$ cat config.mk
export PLATFORM = sky130hd
export DESIGN_NAME = synaptic_rmw_ctrl
export DESIGN_NICKNAME = d
export VERILOG_FILES = /design/src/rtl/synaptic_rmw_ctrl.sv
export SDC_FILE = /design/constraint.sdc
export NUM_CORES = 1
export LEC_CHECK = 0
export BUFFER_PORTS_ARGS = -buffer_cell sky130_fd_sc_hd__buf_2
export CAP_MARGIN = 0
export CORE_MARGIN = 8
export CORE_UTILIZATION = 30
export CTS_BUF_LIST = sky130_fd_sc_hd__clkbuf_8
export CTS_CLUSTER_SIZE = 28
export DETAILED_ROUTE_END_ITERATION = 10
export HOLD_SLACK_MARGIN = 0.05
export REMOVE_ABC_BUFFERS = 1
export SLEW_MARGIN = 20
export SYNTH_ARGS = -nofsm -noshare
export SYNTH_HDL_FRONTEND = slang
export SYNTH_SLANG_ARGS = --single-unit
$ cat constraint.sdc
create_clock -name CLK -period 5.2 [get_ports CLK]
set_input_delay 0.52 -clock CLK [delete_from_list [all_inputs] [get_ports CLK]]
set_output_delay 0.52 -clock CLK [all_outputs]
set_load 0.02 [all_outputs]
$ cat src/rtl/synaptic_rmw_ctrl.sv
// Initiator-side controller for the synaptic weight SRAM: read, full-word write
// and saturating signed read-modify-write of a single weight lane.
module synaptic_rmw_ctrl #(
    parameter int unsigned DATA_WIDTH  = 32,
    parameter int unsigned TOTAL_DEPTH = 12544,
    parameter int unsigned W_BITS      = 8,
    localparam int unsigned LANES      = DATA_WIDTH / W_BITS,
    localparam int unsigned LW         = (LANES > 1) ? $clog2(LANES) : 1,
    localparam int unsigned AW         = $clog2(TOTAL_DEPTH)
) (
    input  logic                  CLK,
    input  logic                  RST,
    input  logic                  req_valid,
    output logic                  req_ready,
    input  logic [1:0]            req_op,
    input  logic [AW-1:0]         req_addr,
    input  logic [LW-1:0]         req_lane,
    input  logic [W_BITS-1:0]     req_delta,
    input  logic [DATA_WIDTH-1:0] req_wdata,
    output logic                  rsp_valid,
    output logic [DATA_WIDTH-1:0] rsp_data,
    output logic                  rsp_sat,
    output logic                  rsp_err,
    output logic                  SRAM_CS,
    output logic                  SRAM_WE,
    output logic [AW-1:0]         SRAM_A,
    output logic [DATA_WIDTH-1:0] SRAM_D,
    input  logic [DATA_WIDTH-1:0] SRAM_Q
);

    typedef enum logic [1:0] {IDLE, RD, MOD, WR} state_t;

    state_t                state_q, state_d;
    logic [1:0]            op_q, op_d;
    logic [AW-1:0]         addr_q, addr_d;
    logic [LW-1:0]         lane_q, lane_d;
    logic [W_BITS-1:0]     delta_q, delta_d;
    logic [DATA_WIDTH-1:0] word_q, word_d;
    logic                  pend_sat_q, pend_sat_d;
    logic                  rsp_valid_q, rsp_valid_d;
    logic [DATA_WIDTH-1:0] rsp_data_q, rsp_data_d;
    logic                  rsp_sat_q, rsp_sat_d;
    logic                  rsp_err_q, rsp_err_d;

    logic                  accept;
    logic                  req_err;
    logic [W_BITS-1:0]     lane_val;
    logic [W_BITS:0]       lane_sum;
    logic                  lane_ovf;
    logic [W_BITS-1:0]     lane_new;
    logic [DATA_WIDTH-1:0] upd_word;

    // Ready is purely a function of state so an idle controller accepts immediately.
    assign req_ready = (state_q == IDLE) && !RST;
    assign accept    = req_valid && req_ready;
    assign req_err   = (32'(req_addr) >= TOTAL_DEPTH) || (32'(req_lane) >= LANES);

    // SRAM strobes decode straight from state so an async reset drops them at once.
    assign SRAM_CS = (state_q == RD) || (state_q == WR);
    assign SRAM_WE = (state_q == WR);
    assign SRAM_A  = SRAM_CS ? addr_q : '0;
    assign SRAM_D  = SRAM_WE ? word_q : '0;

    assign rsp_valid = rsp_valid_q;
    assign rsp_data  = rsp_data_q;
    assign rsp_sat   = rsp_sat_q;
    assign rsp_err   = rsp_err_q;

    // Lane extract, widened signed add, clamp and splice back into the read word.
    always_comb begin
        lane_val = '0;
        for (int unsigned k = 0; k < LANES; k++) begin
            if (lane_q == LW'(k)) begin
                lane_val = SRAM_Q[k*W_BITS +: W_BITS];
            end
        end
        lane_sum = {lane_val[W_BITS-1], lane_val} + {delta_q[W_BITS-1], delta_q};
        lane_ovf = lane_sum[W_BITS] ^ lane_sum[W_BITS-1];
        if (!lane_ovf) begin
            lane_new = lane_sum[W_BITS-1:0];
        end else if (lane_sum[W_BITS]) begin
            lane_new = {1'b1, {(W_BITS-1){1'b0}}};
        end else begin
            lane_new = {1'b0, {(W_BITS-1){1'b1}}};
        end
        upd_word = SRAM_Q;
        for (int unsigned k = 0; k < LANES; k++) begin
            if (lane_q == LW'(k)) begin
                upd_word[k*W_BITS +: W_BITS] = lane_new;
            end
        end
    end

    always_comb begin
        state_d     = state_q;
        op_d        = op_q;
        addr_d      = addr_q;
        lane_d      = lane_q;
        delta_d     = delta_q;
        word_d      = word_q;
        pend_sat_d  = pend_sat_q;
        rsp_valid_d = 1'b0;
        rsp_data_d  = rsp_data_q;
        rsp_sat_d   = rsp_sat_q;
        rsp_err_d   = rsp_err_q;
        case (state_q)
            IDLE: begin
                if (accept) begin
                    op_d       = req_op;
                    addr_d     = req_addr;
                    lane_d     = req_lane;
                    delta_d    = req_delta;
                    word_d     = req_wdata;
                    pend_sat_d = 1'b0;
                    if (req_err) begin
                        rsp_valid_d = 1'b1;
                        rsp_data_d  = '0;
                        rsp_sat_d   = 1'b0;
                        rsp_err_d   = 1'b1;
                    end else if (req_op == 2'd2) begin
                        state_d = WR;
                    end else begin
                        state_d = RD;
                    end
                end
            end
            RD: state_d = MOD;
            MOD: begin
                if (op_q == 2'd1) begin
                    word_d     = upd_word;
                    pend_sat_d = lane_ovf;
                    state_d    = WR;
                end else begin
                    rsp_valid_d = 1'b1;
                    rsp_data_d  = SRAM_Q;
                    rsp_sat_d   = 1'b0;
                    rsp_err_d   = 1'b0;
                    state_d     = IDLE;
                end
            end
            WR: begin
                rsp_valid_d = 1'b1;
                rsp_data_d  = word_q;
                rsp_sat_d   = pend_sat_q;
                rsp_err_d   = 1'b0;
                state_d     = IDLE;
            end
            default: state_d = IDLE;
        endcase
    end

    always_ff @(posedge CLK or posedge RST) begin
        if (RST) begin
            state_q     <= IDLE;
            op_q        <= '0;
            addr_q      <= '0;
            lane_q      <= '0;
            delta_q     <= '0;
            word_q      <= '0;
            pend_sat_q  <= 1'b0;
            rsp_valid_q <= 1'b0;
            rsp_data_q  <= '0;
            rsp_sat_q   <= 1'b0;
            rsp_err_q   <= 1'b0;
        end else begin
            state_q     <= state_d;
            op_q        <= op_d;
            addr_q      <= addr_d;
            lane_q      <= lane_d;
            delta_q     <= delta_d;
            word_q      <= word_d;
            pend_sat_q  <= pend_sat_d;
            rsp_valid_q <= rsp_valid_d;
            rsp_data_q  <= rsp_data_d;
            rsp_sat_q   <= rsp_sat_d;
            rsp_err_q   <= rsp_err_d;
        end
    end

endmodule

==> impl_metrics.csv, run 1 <==
group,metric,value,unit
status,outcome,"completed",
global_route,grt_max_degree,77,
cells_and_area,multiInputGateArea,0.00299,mm2
placed_design,post-dp-hpwl,14.3,mm
floorplanning,die_area,0.0232,mm2
floorplanning,initial_core_util,30.2,%
worst_setup_path,cp_top_family,"compound AO/OA/AOI/OAI gates",
sta,rsz0062_at_grt,"false",
yosys,synthCells,603,
yosys,syn_area,0.00558,mm2
cts,cts_max_level,3,
worst_setup_path,worstSetupPathType,"reg -> reg",
worst_setup_path,crit_buf_inv,0,
placed_design,place.gp.congestion,0.903,
routing,ant_nets,0,
routing,first_iter_violations,386,
routing,num_vias,5257,
yosys,ys_seq_area_share,43.0,%
hold_path,hp-class,"in -> async",
worst_setup_path,cp.depth,9,
pwr,power,4.82,mW
sta,period_needed,3.93,ns
cells_and_area,seqCellArea,0.00240,mm2
sta,final_max_slew_viol_count,0,
routing,vias_per_cell,5.31,
cells_and_area,antenna-diode-count,0,
flow_run,cap_violations,0,
floorplanning,rows,50,
yosys,async_flop_share,100,%
cts,cts_buffers,9,
yosys,synth_warnings,0,
pwr,p_switching,2.41,mW
sta,whs,0.0956,ns
routing,dr.pass1.iters,5,
pwr,p_leak,3.30,nW
cells_and_area,fin_util,37.2,%
pwr,power.density,703,mW/mm2
floorplanning,dieHeight,152,um
placed_design,post_dp_cell_area,0.00665,mm2
worst_setup_path,slowest_stage,"dfrtp_1",
yosys,synth.avg_cell_area,9.26,um2
worst_setup_path,crit_fanout,20,
pwr,switching_share,49.9,%
cells_and_area,most-common-layout-cells,"176 x buf_2, 98 x a21oi_1, 95 x dfrtp_1",
worst_setup_path,start_kind,"flop",
cells_and_area,fin_cells,990,
sta,max_freq,255,MHz
pwr,peakVddDrop,241,uV
cts,postCtsSetupRepairBufs,0,
routing,avgRoutedWirePerCell,20.2,um
pwr,p_comb_share,61.7,%
floorplanning,ioPinCount,177,
worst_setup_path,r2r_cells,9,
global_route,grt_pass1_wl,31.3,mm
placed_design,port_buffers,176,
sta,tightest_slew,0.959,ns
yosys,synth-main-ff-cell,"dfrtp_1",
yosys,synth_seq_cells,96,
sta,finalHoldViolCount,0,
cts,clk_latency,0.39,ns
yosys,synth.distinct_cells,61,
cts,clk_pin_slew,0.10,ns
worst_setup_path,cp_data_required_time,5.45,ns
cells_and_area,fin_area,0.00686,mm2
cts,cts_root_buf,"clkbuf_8",
sta,skew,0.0119,ns
sta,finalSetupViolCount,0,
cts,cts_tree,"built",
floorplanning,die_width,152,um
worst_setup_path,end_kind,"flop",
placed_design,post-place-cells,974,
worst_setup_path,crit_chain,"mux4_2, ha_1, fa_1, a211oi_2, o21ai_4, a21oi_4, nand2_1, a311oi_2, a21oi_1",
worst_setup_path,slowest_delay,0.90,ns
global_route,grt-ovfl-total,0,
worst_setup_path,rr_startpoint,"lane_q[0]",
cells_and_area,drive_above_1_share,34.1,%
global_route,grt_pass1_vias,5365,
pwr,p_int,2.42,mW
cells_and_area,layout_commonest_cell,"buf_2",
sta,slew_headroom,36.1,%
worst_setup_path,worstSetupStartpoint,"lane_q[0]",
routing,drc,0,
global_route,grt.total_usage,17.1,%
cts,ctsResizeCount,0,
yosys,synth-edff-count,0,
cts,cts_hold_buf,0,
floorplanning,core,0.0185,mm2
cells_and_area,nFillCells,1921,
global_route,antenna_found_initial,0,
cells_and_area,syn_to_final_growth,22.9,%
routing,finalWirelength,20.0,mm
pwr,power_frac_seq,27.3,%
pwr,clkPwrFrac,11.1,%
worst_setup_path,worstPathArrival,4.17,ns
cts,cts_sinks,96,
cells_and_area,final_net_count,853,
sta,min_period_over_period,75.5,%
cts,cts.path.max_buffers,2,
-- metrics by stage --
stage	TNS (ns)	setup slack [ns]
5_1_grt	0	1.07
3_3_place_gp	0	1.44
4_1_cts	0	1.32
3_5_place_dp	0	1.36
6_report	0	1.27
2_1_floorplan	-29.35	-0.904
-- sequential cells by signal, indices dropped and copies added (netlist names) --
| signal | cells |
|---|---|
| rsp_valid | 1 |
| pend_sat_q | 1 |
| word_q | 32 |
| rsp_data | 32 |
| delta_q | 8 |
| state_q | 2 |
| lane_q | 2 |
| addr_q | 14 |
| op_q | 2 |
| rsp_sat | 1 |
| rsp_err | 1 |
-- worst register-to-register path, delay by kind of cell, from the launching register on --
kind	cells	cell delay, ns
AND/OR/NAND/NOR	1	0.10
adder cells (fa/ha/maj)	2	0.70
flip-flops	1	0.90
multiplexers	1	0.60
AO/OA/AOI/OAI	5	1.47
-- final cells by class --
class / count / area share [%]
Sequential cell: 96 / 35.0
Multi-Input combinational cell: 455 / 43.6
Tap cell: 234 / 4.27
Clock buffer: 11 / 2.21
Inverter: 5 / 0.310
Timing Repair Buffer: 184 / 13.8
Clock inverter: 5 / 0.803
-- final timing paths --
check / end / slack [ns]
setup / recovery: word_q[28] / 1.27
hold / removal: state_q[1] / 0.1
setup reg to reg: word_q[28] / 1.27
hold reg to reg: rsp_data[3] / 0.48
max in group asynchronous: state_q[0] / 4.08
min in group CLK: lane_q[1] / 0.36
-- cells by family (layout without fill, tap and decap cells) --
kind of cell,Yosys count,count (layout),synth area share [%]
compound gates,205,205,22.1
xor+xnor,4,4,0.628
simple gates,198,198,18.3
mux,38,38,9.64
buf+inv,52,205,3.90
fa+ha+maj,10,10,2.35
flops,96,96,43.0
-- power by group through the flow --
stage	registers, mW	clock network [mW]	logic, mW
floorplan	1.36	0	2.04
global placement	1.32	0	2.93
detailed placement	1.33	0	2.96
CTS	1.31	0.552	2.97
global route	1.37	0.578	3.26
finish	1.32	0.534	2.97
-- per-layer routing --
metal	share of wire, %	wire (um)	global-route usage, %	vias to the layer above
li1	-	-	-	2495
met1	44	8800	21.6	2572
met2	49	9760	28.7	168
met3	5.3	1060	3.18	22
met4	1.8	351	6.14	0
met5	0	0	0	-
-- synth_stat cells, types with 8 or more instances --
cell type | count | area (um2)
a21oi_1 | 99 | 495
dfrtp_1 | 96 | 2400
nand2_1 | 54 | 203
o21ai_0 | 49 | 245
and3_1 | 47 | 294
nor2_1 | 36 | 135
clkbuf_1 | 35 | 131
mux2_2 | 26 | 293
and2_1 | 16 | 100
o22ai_1 | 11 | 68.8
buf_2 | 9 | 45.0
nand3_1 | 9 | 45.0
ha_1 | 8 | 100
mux4_2 | 8 | 180
o211ai_1 | 8 | 60.1
(Power assumes the default switching activity.)
==> run 2: changes to the inputs <==
==> constraint.sdc (replaced) <==
create_clock -name CLK -period 4 [get_ports CLK]
set_input_delay 0.4 -clock CLK [delete_from_list [all_inputs] [get_ports CLK]]
set_output_delay 0.4 -clock CLK [all_outputs]
set_load 0.02 [all_outputs]
==> run 2 against run 1 <==
Fmax is 14% higher; power is 31% higher; combinational power is 34% higher; count of clock-buffer cells in the layout is 2 lower; hold slack better by 0.13 ns.
==> impl_metrics.csv, run 2 (same netlist as run 1, synthesis figures left out) <==
group,metric,value,unit
placed_design,port_buffers,176,
placed_design,post-dp-hpwl,14.9,mm
sta,period_needed,3.45,ns
floorplanning,ioPinCount,177,
floorplanning,die_area,0.0232,mm2
sta,finalSetupViolCount,0,
worst_setup_path,worstSetupPathType,"reg -> reg",
global_route,grt_max_degree,77,
worst_setup_path,start_kind,"flop",
floorplanning,dieHeight,152,um
cells_and_area,layout_commonest_cell,"buf_2",
routing,drc,0,
cells_and_area,most-common-layout-cells,"176 x buf_2, 98 x a21oi_1, 95 x dfrtp_1",
flow_run,cap_violations,0,
routing,vias_per_cell,5.31,
cts,cts_buffers,9,
cts,cts_sinks,96,
floorplanning,core,0.0185,mm2
cts,cts_tree,"built",
global_route,grt_pass1_vias,5402,
routing,ant_nets,0,
cells_and_area,drive_above_1_share,34.2,%
cells_and_area,fin_area,0.00691,mm2
routing,wl_met1,9.17,mm
sta,finalWorstSetupSlack,0.547,ns
placed_design,post-place-cells,979,
sta,slew_headroom,49.8,%
placed_design,dp_slack,0.568,ns
global_route,grt_pass1_wl,31.9,mm
worst_setup_path,end_kind,"flop",
routing,first_iter_violations,447,
routing,finalWirelength,20.2,mm
status,outcome,"completed",
routing,num_vias,5290,
cts,clk_latency,0.39,ns
routing,maxUsedRoutingLayer,"met4",
floorplanning,rows,50,
worst_setup_path,worstPathArrival,3.70,ns
hold_path,hp-class,"in -> reg",
sta,tightest_slew,0.753,ns
cts,ctsResizeCount,0,
cells_and_area,multiInputGateArea,0.00299,mm2
sta,finalHoldViolCount,0,
routing,wl_met2,9.56,mm
cts,cts_root_buf,"clkbuf_8",
cts,cts_max_level,3,
sta,min_period_over_period,86.3,%
cells_and_area,seqCellArea,0.00240,mm2
routing,avgRoutedWirePerCell,20.3,um
placed_design,place.gp.congestion,0.874,
cells_and_area,final_net_count,860,
cts,clk_pin_slew,0.10,ns
sta,rsz0062_at_grt,"false",
floorplanning,die_width,152,um
worst_setup_path,crit_fanout,8,
pwr,p_leak,3.33,nW
global_route,grt.total_usage,17.3,%
sta,max_freq,290,MHz
global_route,grt-ovfl-total,0,
cells_and_area,nFillCells,1943,
sta,skew,0.0189,ns
worst_setup_path,cp_data_required_time,4.25,ns
placed_design,post_dp_cell_area,0.00669,mm2
sta,final_max_slew_viol_count,0,
cells_and_area,fin_cells,997,
pwr,peakVddDrop,359,uV
cts,cts.path.max_buffers,2,
pwr,power,6.30,mW
cells_and_area,syn_to_final_growth,23.8,%
floorplanning,initial_core_util,30.2,%
global_route,antenna_found_initial,2,
routing,dr.pass1.iters,7,
sta,whs,0.228,ns
routing,wl_met3,1.15,mm
pwr,power.density,911,mW/mm2
-- run 2: final timing paths --
check                              from           end  slack [ns]  cells past startpoint
max in group asynchronous           RST    word_q[10]        2.43                      4
min in group asynchronous           RST    state_q[0]        0.53                      3
max reg2reg                   lane_q[0]    word_q[12]        0.55                      9
max                           lane_q[0]    word_q[12]        0.55                      9
min reg2reg                rsp_data[19]  rsp_data[19]        0.48                      2
min                         req_addr[3]     addr_q[3]        0.23                      2
-- run 2: power breakdown --
group          leakage, nW  internal, mW  total [mW]  switching [mW]
Sequential            1.20          1.38        1.68           0.301
Combinational         2.04          1.50        3.97            2.48
Clock               0.0938         0.280       0.647           0.367
-- run 2: metrics by stage --
step / utilization (%) / TNS (ns)
floorplan: - / -83.49
global placement: 36.2 / 0
detailed placement: 36.2 / 0
CTS: 37.2 / 0
global route: 37.4 / 0
finish: 37.4 / 0
-- run 2: layout make-up --
type,instances,share of cell area (%)
Multi-Input combinational cell,455,43.3
Sequential cell,96,34.8
Timing Repair Buffer,191,14.8
Tap cell,234,4.24
Clock buffer,9,1.79
Clock inverter,5,0.779
Inverter,5,0.308
Antenna cell,2,0.0724
-- run 2: critical path, stage by stage (launching register included) --
cell      delay [ns]
dfrtp_1         0.49
mux4_2          0.55
ha_1            0.26
fa_1            0.44
a211oi_2        0.39
o21ai_4         0.16
a21oi_4         0.31
nand2_1         0.11
a311oi_2        0.47
a21oi_1         0.12
-- run 2: routing by layer --
metal  global-route usage (%)  vias to the layer above
met5                        0                        -
met4                     5.76                        0
met3                     3.72                       16
met2                     27.7                      180
met1                     22.7                     2581
li1                         -                     2513
-- run 2: timing repair --
item | CTS | global route
hold buffers | 1 | 0
hold endpoints to repair | 20 | 0
setup buffers | 0 | 0
==> run 3: changes to the inputs <==
==> constraint.sdc (replaced) <==
create_clock -name CLK -period 3.92 [get_ports CLK]
set_input_delay 0.392 -clock CLK [delete_from_list [all_inputs] [get_ports CLK]]
set_output_delay 0.392 -clock CLK [all_outputs]
set_load 0.02 [all_outputs]
==> run 3 against run 2 <==
Core utilization increased by 0.14 points; highest routed layer unchanged; critical path depth unchanged; sequential power increased by 3%; fmax decreased by 1.4%.
==> impl_metrics.csv, run 3 (same netlist as run 1, synthesis figures left out) <==
group,metric,value,unit
pwr,peakVddDrop,279,uV
sta,min_period_over_period,89.4,%
pwr,power.density,928,mW/mm2
pwr,p_leak,3.35,nW
floorplanning,die_width,152,um
routing,vias_per_cell,5.20,
sta,rsz0062_at_grt,"false",
global_route,grt-ovfl-total,0,
worst_setup_path,slowest_delay,0.55,ns
placed_design,post-dp-hpwl,14.9,mm
sta,period_needed,3.50,ns
routing,first_iter_violations,358,
flow_run,cap_violations,0,
global_route,antenna_found_initial,1,
worst_setup_path,cp_data_required_time,4.17,ns
hold_path,hp-class,"in -> reg",
cts,cts.path.max_buffers,2,
cts,clk_latency,0.38,ns
sta,slew_headroom,35.7,%
floorplanning,initial_core_util,30.2,%
floorplanning,rows,50,
sta,setup_tns,0,ns
worst_setup_path,worstPathArrival,3.75,ns
routing,num_vias,5192,
cells_and_area,most-common-layout-cells,"176 x buf_2, 98 x a21oi_1, 95 x dfrtp_1",
worst_setup_path,start_kind,"flop",
cells_and_area,syn_to_final_growth,24.3,%
sta,tightest_slew,0.965,ns
routing,avgRoutedWirePerCell,20.0,um
cells_and_area,fin_util,37.6,%
worst_setup_path,crit_buf_inv,0,
cells_and_area,final_net_count,859,
worst_setup_path,slowest_stage,"mux4_2",
pwr,power,6.44,mW
worst_setup_path,cp_top_family,"compound AO/OA/AOI/OAI gates",
worst_setup_path,worstSetupPathType,"reg -> reg",
sta,finalSetupViolCount,0,
worst_setup_path,crit_chain,"mux4_2, ha_1, fa_1, a211oi_2, o21ai_4, a21oi_4, nand2_1, a311oi_2, a21oi_1",
sta,skew,0.00849,ns
placed_design,place.gp.congestion,0.854,
routing,finalWirelength,20.0,mm
routing,dr.pass1.iters,4,
floorplanning,core,0.0185,mm2
cts,cts_max_level,3,
floorplanning,die_area,0.0232,mm2
cts,clk_pin_slew,0.10,ns
global_route,grt.total_usage,17.0,%
global_route,grt_pass1_wl,31.4,mm
cells_and_area,nFillCells,1906,
cts,cts_root_buf,"clkbuf_8",
sta,finalHoldViolCount,0,
cells_and_area,layout_commonest_cell,"buf_2",
routing,drc,0,
worst_setup_path,crit_fanout,8,
cts,postCtsSetupRepairBufs,0,
cts,cts_tree,"built",
sta,final_max_slew_viol_count,0,
floorplanning,ioPinCount,177,
worst_setup_path,end_kind,"flop",
cts,cts_sinks,96,
routing,ant_nets,0,
sta,max_freq,285,MHz
placed_design,port_buffers,176,
global_route,grt_max_degree,81,
cts,cts_buffers,9,
sta,whs,0.238,ns
status,outcome,"completed",
floorplanning,dieHeight,152,um
global_route,grt_pass1_vias,5357,
cells_and_area,drive_above_1_share,34.4,%
==> run 3: changes by cell type in the layout (fill, tap and decap cells not counted), sizes merged <==
| cell | delta |
|---|---|
| clkbuf | +4 |
| buf | -1 |
| clkinvlp | -1 |
| inv | -1 |
==> run 3: routing by layer <==
layer  vias up  routed length (um)  GRT usage, %
met5         -                   0             0
met3        14                 961          3.49
met1      2538                9140          22.3
met4         0                 230          4.14
met2       132                9630          28.2
li1       2508                   -             -
==> run 3: final timing paths <==
path / startpoint / to / slack, ns / depth (start not counted)
max: lane_q[0] / word_q[4] / 0.42 / 9
min: req_delta[7] / delta_q[7] / 0.24 / 2
max reg2reg: lane_q[0] / word_q[4] / 0.42 / 9
min reg2reg: rsp_data[4] / rsp_data[4] / 0.48 / 2
max in group asynchronous: RST / word_q[10] / 2.35 / 4
min in group asynchronous: RST / addr_q[9] / 0.52 / 3
==> run 3: stage by stage <==
step           std cells  cell area, um2  setup slack, ns
2_1_floorplan        556            5380            -2.18
3_3_place_gp         979            6700            0.490
3_5_place_dp         979            6700            0.448
4_1_cts              996            6930            0.415
5_1_grt              997            6930            0.215
6_report             998            6940            0.417
==> run 3: worst reg2reg max path: stages (launching register included) <==
cell	delay (ns)
dfrtp_1	0.53
mux4_2	0.55
ha_1	0.27
fa_1	0.45
a211oi_2	0.41
o21ai_4	0.16
a21oi_4	0.31
nand2_1	0.11
a311oi_2	0.47
a21oi_1	0.13
==> run 3: layout make-up <==
type                       instances  area (um2)  share of cell area (%)
inverter                           5        21.3                   0.307
clock buffer                      13         179                    2.58
tap                              234         293                    4.22
sequential                        96        2400                    34.7
multi-input combinational        455        2990                    43.1
antenna                            2        5.00                  0.0722
timing repair buffer             190        1000                    14.5
clock inverter                     3        38.8                   0.559
==> run 3: timing repair <==
action | 4_1_cts | 5_1_grt
gates resized for setup | 0 | 0
hold buffers | 1 | 0
endpoints found under the hold margin | 16 | 0
==> run 3: where the power goes <==
part	switching [mW]	total [mW]	internal (mW)	leakage, nW
Clock	0.361	0.723	0.362	0.117
Sequential	0.323	1.73	1.40	1.20
Combinational	2.47	3.99	1.51	2.03
